`src/rtl/spi_master_shifter.sv`:
```
// spi_master_shifter: master-mode SPI engine, one 8-bit full-duplex transfer
// per start request. SCK is derived from clk through a fixed half-period
// divider (DIV clk cycles per SCK edge). Mode bits are latched at start so
// the control register may change freely while a transfer is in flight.
module spi_master_shifter #(
  parameter int DIV = 2
) (
  input  logic       clk,
  input  logic       rst,
  input  logic       SPE,
  input  logic       MSTR,
  input  logic       CPOL,
  input  logic       CPHA,
  input  logic       LSBFE,
  input  logic [7:0] tx_data,
  input  logic       tx_valid,
  input  logic       MISO,
  output logic       SCK,
  output logic       MOSI,
  output logic       SS_n,
  output logic       busy,
  output logic [7:0] rx_data,
  output logic       rx_valid
);

  typedef enum logic [1:0] {
    IDLE   = 2'd0,
    ACTIVE = 2'd1,
    DONE   = 2'd2
  } state_t;

  // Terminal value of the divider; one SCK edge (or the SS_n hold) per wrap.
  localparam logic [7:0] DIV_LAST = 8'(DIV - 1);

  state_t     state;
  state_t     state_next;
  logic [7:0] div_cnt;
  logic [4:0] edge_cnt;       // SCK edges done so far, 0..16
  logic [7:0] tx_shift;
  logic [7:0] rx_shift;
  logic [7:0] rx_data_reg;
  logic       sck_reg;
  logic       cpol_l;
  logic       cpha_l;
  logic       lsbfe_l;

  logic       start;
  logic       abort;
  logic       tick;
  logic       edge_now;
  logic       sample_now;
  logic       advance_now;

  assign start = SPE & MSTR & tx_valid;
  assign abort = ~(SPE & MSTR);
  assign tick  = (div_cnt == DIV_LAST);

  // An SCK edge fires when the divider wraps and edges remain; edge k = edge_cnt.
  assign edge_now    = (state == ACTIVE) && !abort && tick && (edge_cnt != 5'd16);
  // Sampling edges are the leading ones for CPHA=0 and trailing ones for CPHA=1.
  assign sample_now  = edge_now && (edge_cnt[0] == cpha_l);
  // MOSI moves on the opposite edge type, never before the first or after the last bit.
  assign advance_now = edge_now && (edge_cnt[0] != cpha_l) &&
                       (edge_cnt != 5'd0) && (edge_cnt != 5'd15);

  // State register.
  always_ff @(posedge clk or negedge rst) begin
    if (!rst) begin
      state <= IDLE;
    end else begin
      state <= state_next;
    end
  end

  // Next-state logic: abort wins over completion.
  always_comb begin
    state_next = state;
    case (state)
      IDLE:    if (start) state_next = ACTIVE;
      ACTIVE: begin
        if (abort) begin
          state_next = IDLE;
        end else if (tick && (edge_cnt == 5'd16)) begin
          state_next = DONE;
        end
      end
      DONE:    state_next = IDLE;
      default: state_next = IDLE;
    endcase
  end

  // Output decode from the current state and the transmit shifter.
  always_comb begin
    SS_n     = 1'b1;
    busy     = 1'b0;
    rx_valid = 1'b0;
    MOSI     = 1'b0;
    case (state)
      ACTIVE: begin
        SS_n = 1'b0;
        busy = 1'b1;
        MOSI = lsbfe_l ? tx_shift[0] : tx_shift[7];
      end
      DONE:    rx_valid = 1'b1;
      default: ;
    endcase
  end

  // Datapath: divider, edge counter, SCK generation and both shift registers.
  always_ff @(posedge clk or negedge rst) begin
    if (!rst) begin
      div_cnt     <= 8'd0;
      edge_cnt    <= 5'd0;
      tx_shift    <= 8'd0;
      rx_shift    <= 8'd0;
      rx_data_reg <= 8'd0;
      sck_reg     <= 1'b0;
      cpol_l      <= 1'b0;
      cpha_l      <= 1'b0;
      lsbfe_l     <= 1'b0;
    end else begin
      case (state)
        IDLE: begin
          sck_reg  <= CPOL;
          div_cnt  <= 8'd0;
          edge_cnt <= 5'd0;
          if (start) begin
            tx_shift <= tx_data;
            rx_shift <= 8'd0;
            cpol_l   <= CPOL;
            cpha_l   <= CPHA;
            lsbfe_l  <= LSBFE;
          end
        end
        ACTIVE: begin
          if (abort) begin
            sck_reg <= CPOL;
          end else begin
            div_cnt <= tick ? 8'd0 : div_cnt + 8'd1;
            if (edge_now) begin
              sck_reg  <= ~sck_reg;
              edge_cnt <= edge_cnt + 5'd1;
            end
            if (sample_now) begin
              rx_shift <= lsbfe_l ? {MISO, rx_shift[7:1]} : {rx_shift[6:0], MISO};
            end
            if (advance_now) begin
              tx_shift <= lsbfe_l ? {1'b0, tx_shift[7:1]} : {tx_shift[6:0], 1'b0};
            end
            if (state_next == DONE) begin
              rx_data_reg <= rx_shift;
            end
          end
        end
        DONE: begin
          // Sixteen toggles leave SCK at the latched idle level; hold it there.
          sck_reg <= cpol_l;
        end
        default: ;
      endcase
    end
  end

  assign SCK     = sck_reg;
  assign rx_data = rx_data_reg;

endmodule

```
`config.mk`:
```
export PLATFORM = sky130hd
export DESIGN_NAME = spi_master_shifter
export DESIGN_NICKNAME = d
export VERILOG_FILES = /design/src/rtl/spi_master_shifter.sv
export SDC_FILE = /design/constraint.sdc
export NUM_CORES = 1
export LEC_CHECK = 0
export BUFFER_PORTS_ARGS = -buffer_cell sky130_fd_sc_hd__buf_4
export CORE_AREA = 2 2 72 74
export DETAILED_ROUTE_END_ITERATION = 8
export DIE_AREA = 0 0 74 76
export HOLD_SLACK_MARGIN = 0.1
export PLACE_DENSITY = 0.67
export REMOVE_ABC_BUFFERS = 1
export SETUP_SLACK_MARGIN = 0.05
export SYNTH_ARGS = -nofsm -noshare
export SYNTH_HDL_FRONTEND = slang
export SYNTH_SLANG_ARGS = --single-unit
```
`constraint.sdc`:
```
create_clock -name clk -period 4.9 [get_ports clk]
set_input_delay 0.98 -clock clk [delete_from_list [all_inputs] [get_ports clk]]
set_output_delay 0.98 -clock clk [all_outputs]
set_load 0.02 [all_outputs]
```
# == Word-level counts from Yosys, hierarchy flattened ==
# Cells that the tools add are included.
# W data, S select, Z words.
# word_totals
regBits,43
latch_bits,0
ramBits,0
mem_bits_ro,0
in_bits,17
output_inout_bits,13
wordCells,77
memories,0
# classes
add_sub_neg,2
mul,0
div_mod_pow,0
order_cmp,0
eq_ne,15
shift,0
muxes,28
bitwise,3
n_reduce_logical,19
# op_table
operator,count
$mux W8,10
$pmux W8 S2,3
$mux W5,2
$ne A2 B2 Y1 const B,5
$pmux W5 S2,1
$add A8 B1 Y8 const B,1
$eq A8 B1 Y1 const B,1
$logic_and A1 B1 Y1,8
$reduce_and A4 Y1,2
$mux W1,7
$mux W2,3
$reduce_and A2 Y1,3
$reduce_and A3 Y1,2
$add A5 B1 Y5 const B,1
$eq A5 B5 Y1 const B,1
$ne A5 B4 Y1 const B,1
$ne A5 B5 Y1 const B,1
$reduce_bool A5 Y1,1
$eq A2 B2 Y1 const B,2
$pmux W2 S2,1
$ne A3 B3 Y1 const B,1
$pmux W1 S3,1
$reduce_bool A3 Y1,1
$and A1 B1 Y1,2
6 further kinds,6

# == Depth between registers and ports, before layout ==
# Gate-level depths: netlist (run 1).
# depth
ltp_word,10
mapped_depth,10
depth_no_buf,7

# == Least setup slack after synthesis (run 1) ==
# OpenSTA, ideal clock, no wires.
# synth_timing
path_kind,flip-flop to flip-flop
from,register div_cnt[1]
to,register rx_shift[5]
setup_time_ns,0.119
arrival_ns,2.499
required_time_ns,4.781
setup_slack_ns,2.282
stages_incl_launch_ff,11
n_path_buf,3
period_less_slack_ns,2.618
cell_sequence,dfrtp_1 > inv_1 > ha_1 > or3b_2 > clkbuf_1 > or4_4 > or4_1 > buf_2 > buf_6 > nand3_2 > o21ai_2
# synth_via
elab_chain_cells,6
# synth_rtl
element,line,source
"start, declared",37,logic [7:0] div_cnt;
"start signal, assigned",139,div_cnt <= tick ? 8'd0 : div_cnt + 8'd1;
$eq A8 B1 Y1,56,assign tick = (div_cnt == DIV_LAST);
$logic_and A1 B1 Y1 (2 in a row),59,assign edge_now = (state == ACTIVE) && !abort && tick && (edge_cnt != 5'd16);
$logic_and A1 B1 Y1,61,assign sample_now = edge_now && (edge_cnt[0] == cpha_l);
$ne A2 B2 Y1 (no source line),n/a,
$reduce_and A4 Y1 (no source line),n/a,
"end signal, assigned",145,"rx_shift <= lsbfe_l ? {MISO, rx_shift[7:1]} : {rx_shift[6:0], MISO};"
"end, declared",40,logic [7:0] rx_shift;
# Every way passes these cells.
# A chain may end at the register's enable or synchronous reset.

# == Worst setup path after layout (run 1) ==
# layout_timing
from,register div_cnt[1]
to,register rx_shift[7]
# Same word-level chain as after synthesis.

==> metrics, run 1 <==
Hold Crit Class reg -> reg; CTS H-tree depth 2; Clk Latency, worst-skew pair 0.30 ns; Worst Tran Pin Value 0.9016 ns; fmax about 340 MHz; clock buffer count from CTS 5; CP Class reg -> reg; CP Capture Type flop; dpl cells 316; register area 1076 um2; Area after DPL 2549 um2; Mean Syn Cell Area ~10 um2; Total Power between 1000 and 1500 uW; max_cap viols 0; gr usage total 17.90%; post-CTS resize count 0; TNS Setup 0 ns; Unique masters post-synth 35; DRT Pass-1 Iters 4; register area share after synthesis 47.05%; Clock Tree Buf Depth 2; Gate Count Post-Synth 226; die area 5624 um2; Ports 30; DR vias 1760; finished layout cell area roughly 2700 um2; Die X 74 um; clk sinks 43; asr flop ratio synth 100.0%; Filler Cell Count 458; Post-CTS Hold Buffers 0; most frequent cells in the layout 43 x dfrtp_1, 29 x buf_4, 21 x nor2_1; number of antenna violations at the first check in global routing 0; clock skew 0.009361 ns; commonest non-fill, non-tap cell in the layout dfrtp_1; crit path max fanout 16; vias in the first global route 1705; fraction of layout cells with a size suffix above 1 23.62%; unrepaired setup endpoints after global routing no; first-pass GRT wire length ~8 mm; final worst path period need 2.907 ns; Multi-input gate area 1111 um2; ANT cells 0; port bufs 29; area grow syn2layout 17.23%; Critical Path Start Type flop; Post-synth EDFFs 0; Routed Antenna Nets 0; Setup Fix Bufs, Post-CTS 0; Clock Pin Slew Worst Setup and Hold Paths ~0.08 ns; largest net degree at the start of global routing 44; hpwl dp between 3 and 4 mm; Worst Path Required between 5 and 6 ns; Die Span Y roughly 76 um; CTS tree done; Placer Congestion 0.7789; Avg Vias per Cell 5.432; Final Hold Vio Count 0; status complete, no violations; final wirelength around 4.6 mm; Synth Flop Type dfrtp_1; Yosys Warn Count 0; Worst Path Arrival 3.07 ns; Peak VDD IR 0.0001564 V; total congestion overflow 0; #FFs+latches synth 43; Cell Area, Synth 2287 um2; # rows 26; clock root buffer master clkbuf_8; Rel. slew slack 39.89%; power density cells 421.5 nW/um2; Starting Density 46.56%; drc violations 0; max-slew violation count 0; Final setup viols 0; Nets 279; Core Area 4912 um2; P_leak 0.001282 uW; period utilization around 60%; post-route insts no fill 324; Initial DRC Count 112; WL per Instance approximately 14 um
==> report_power, final <==
| part | internal (uW) | switching, uW | leakage, uW |
|---|---|---|---|
| Sequential | 412 | 77.4 | 0.000565 |
| Combinational | 149 | 166 | 0.000652 |
| Clock | 204 | 123 | 0.0000654 |
| Total | 764 | 366 | 0.00128 |
==> area by class of cell <==
type / count / area share [%]
flip-flops and latches: 43 / 40.13
well taps: 70 / 3.266
clock inverters: 2 / 2.240
inverters: 15 / 2.100
clock buffers: 6 / 2.706
multi-input cells: 159 / 41.44
repair buffers: 29 / 8.119
==> cell usage after synthesis, types with 2 or more instances <==
master    instances  area [um2]
dfrtp_1          43        1076
nor2_1           21       78.83
nand2_1          18       67.56
mux2i_1          16       160.2
o21ai_0          16       80.08
inv_1            15       56.30
nand3_1          13       65.06
mux2_2           12       135.1
ha_1              9       112.6
a221oi_1          8       70.07
o21ai_2           8       70.07
clkbuf_1          6       22.52
a21oi_1           5       25.02
and3_1            4       25.02
xor2_1            4       35.03
nor3_1            3       15.01
buf_2             2       10.01
nand3_2           2       20.02
nand4_1           2       12.51
nor4_1            2       12.51
o31ai_1           2       15.01
or4_1             2       15.01
==> worst max-delay path, stage by stage (launching register included) <==
cell and delay [ns]:
dfrtp_1 0.42, inv_1 0.07, ha_1 0.12, or3b_2 0.53, or4_4 0.56, or4_1 0.77
nand3_1 0.24, o21ai_2 0.07
==> per-stage QoR <==
step	hold WS (ns)	util, %	setup slack, ns
6_report	0.4916	54.58	1.993
5_1_grt	0.5364	54.58	1.847
4_1_cts	0.4914	54.58	1.986
3_5_place_dp	0.4815	51.88	1.826
3_3_place_gp	0.4771	51.88	1.861
2_1_floorplan	0.4435	-	2.107
==> logic make-up (layout without fill, tap and decap cells) <==
family | count (synthesis) | after routing | share of synthesized area (%)
flops | 43 | 43 | 47.05
buf+inv | 24 | 52 | 4.376
simple gates | 75 | 75 | 16.68
fa+ha+maj | 9 | 9 | 4.924
compound gates | 43 | 43 | 12.53
xor+xnor | 4 | 4 | 1.532
mux | 28 | 28 | 12.91
==> metal layers <==
metal  global-route usage (%)  share of wire (%)  up-vias  wire [um]
li1                         -                  -      866          -
met1                    24.61                 47      861       2177
met2                    27.59                 47       28       2171
met3                    4.762                4.1        5        186
met4                    5.273                1.1        0         51
met5                        0                  0        -          0
==> path summary, 6_finish.rpt <==
check | startpoint | endpoint | slack, ns | cells after the start
worst max-delay path | div_cnt[1]$_DFFE_PN0P_ | rx_shift[7]$_DFFE_PN0P_ | 1.99 | 7
worst min-delay path | div_cnt[7]$_DFFE_PN0P_ | div_cnt[7]$_DFFE_PN0P_ | 0.49 | 1
worst max register to register | div_cnt[1]$_DFFE_PN0P_ | rx_shift[7]$_DFFE_PN0P_ | 1.99 | 7
worst min register to register | div_cnt[7]$_DFFE_PN0P_ | div_cnt[7]$_DFFE_PN0P_ | 0.49 | 1
max in group asynchronous | rst | rx_data[0]$_DFFE_PN0P_ | 3.87 | 1
min in group asynchronous | rst | div_cnt[5]$_DFFE_PN0P_ | 0.66 | 1
Power figures use the tool's default switching activity.
==> inputs of run 2 (changes only) <==
- clock period: 4.9 -> 2.7 ns (I/O delays scaled with it)
==> metrics, run 2 (same netlist as run 1, synthesis figures left out) <==
post-layout util 55.96% (+1.4 points); Area after DPL 2616 um2 (+2.7%); Starting Density 46.56% (unchanged); port bufs 29 (unchanged); final worst path period need 2.517 ns (-0.3900 ns); Clock power frac 28.7% (-0.2 points); Peak VDD IR 0.0004043 V (+160%); number of antenna violations at the first check in global routing 0 (unchanged); Worst Tran Pin Value 0.6376 ns (-0.2640 ns); Critical Path Start Type flop; most frequent cells in the layout 43 x dfrtp_1, 38 x buf_4, 21 x nor2_1; period utilization 93.21% (+34 points); Final setup viols 0 (unchanged); total congestion overflow 0 (unchanged); # rows 26 (unchanged); fraction of layout cells with a size suffix above 1 26.24% (+2.6 points); Die Span Y 76 um (unchanged); status complete, no violations; clock root buffer master clkbuf_8; WL per Instance 13.93 um (-1.6%); finished layout cell area 2749 um2 (+2.5%); post-CTS resize count 0 (unchanged); Routed Antenna Nets 0 (unchanged); dpl cells 325 (+2.8%); Clk Latency, worst-skew pair 0.30 ns (about the same); DRT Pass-1 Iters 4 (unchanged); Clock Tree Buf Depth 2 (unchanged); fmax 397.4 MHz (+15%); Worst Path Required 2.89 ns (-2.18 ns); Worst Path Arrival 2.71 ns (-0.36 ns); Int Pwr 1411 uW (+85%); Die X 74 um (unchanged); CTS tree done; clock buffer count from CTS 5 (unchanged); Ports 30 (unchanged); power density cells 758.3 nW/um2 (+80%); Core Area 4912 um2 (unchanged); Placer Congestion 0.8011 (+2.9%); Nets 288 (+3.2%); crit path max fanout 16 (unchanged); CTS H-tree depth 2 (unchanged); gr usage total 18.19% (+0.29 points); Setup Fix Bufs, Post-CTS 0 (unchanged); Reg2Reg Setup Slack 0.18 ns (-1.81 ns); Avg Vias per Cell 5.240 (-3.5%); P_leak 0.001325 uW (+3.4%); hpwl dp 3.254 mm (+0.94%); largest net degree at the start of global routing 44 (unchanged); CP Capture Type flop; vias in the first global route 1705 (unchanged); ANT cells 0 (unchanged); Final Hold Vio Count 0 (unchanged); Post-CTS Hold Buffers 0 (unchanged); Hold Crit Class in -> async; Initial DRC Count 64 (-43%); clk sinks 43 (unchanged); die area 5624 um2 (unchanged); Clock Pin Slew Worst Setup and Hold Paths 0.08 ns (about the same); post-route insts no fill 333 (+2.8%); switching pwr 673.7 uW (+84%); max_cap viols 0 (unchanged); Rel. slew slack 57.49% (+18 points); CP Class reg -> reg; clock skew 0.004711 ns (-0.004650 ns); DR vias 1745 (-0.85%); final wirelength 4.639 mm (+1.2%); sequential fraction of design power 39.8% (-3.5 points); commonest non-fill, non-tap cell in the layout dfrtp_1; max-slew violation count 0 (unchanged); first-pass GRT wire length 7.990 mm (+0.53%); area grow syn2layout 20.19%; combinational share of power 31.4% (+3.5 points); switch share 32.32% (-0.048 points); unrepaired setup endpoints after global routing no; drc violations 0 (unchanged)
-- run 2: power by group through the flow --
stage	clock, uW	sequential (uW)	combinational, uW
6_report	599	830	655
5_1_grt	642	847	726
4_1_cts	611	830	661
3_5_place_dp	0	843	657
3_3_place_gp	0	841	647
2_1_floorplan	0	870	409
-- run 2: path summary, 6_finish.rpt --
check,startpoint,to,cells after the start
max,div_cnt[1]$_DFFE_PN0P_,rx_shift[2]$_DFFE_PN0P_,8
min,rst,div_cnt[4]$_DFFE_PN0P_,1
max reg2reg,div_cnt[1]$_DFFE_PN0P_,rx_shift[2]$_DFFE_PN0P_,8
min reg2reg,div_cnt[7]$_DFFE_PN0P_,div_cnt[7]$_DFFE_PN0P_,1
max in group asynchronous,rst,edge_cnt[3]$_DFFE_PN0P_,1
min in group clk,LSBFE,lsbfe_l$_DFFE_PN0P_,2
-- run 2: per-layer routing --
metal | vias up | part of all wire, % | track usage, %
met5 | - | 0 | 0
met4 | 0 | 1.1 | 4.909
met3 | 5 | 4.2 | 5.291
met2 | 27 | 46 | 27.05
met1 | 830 | 48 | 25.95
li1 | 883 | - | -
-- run 2: metrics by stage --
step	hold slack, ns	worst slack (ns)	setup TNS [ns]	total power (uW)
after CTS	0.2405	0.1737	0	2103
after global routing	0.2647	0.06768	0	2214
after global placement	0.4800	0.2148	0	1488
after floorplan	0.2444	-0.02662	-0.1597	1279
final	0.2218	0.1833	0	2084
after detailed placement	0.4825	0.1785	0	1500
-- run 2: worst max-delay path, stage by stage, from the launching register on --
cell and delay (ns):
dfrtp_1 0.42, inv_1 0.07, ha_1 0.12, or3b_2 0.45, or4_4 0.55, or4_1 0.41, buf_4 0.22, nand3_1 0.12
o21ai_2 0.05
-- run 2: layout make-up --
type	instances	area, um2
clock buffer	6	72.57
tap	70	87.58
timing repair buffer	38	285.3
clock inverter	2	60.06
multi-input combinational	159	1111
sequential	43	1076
inverter	15	56.30
fill	455	2163
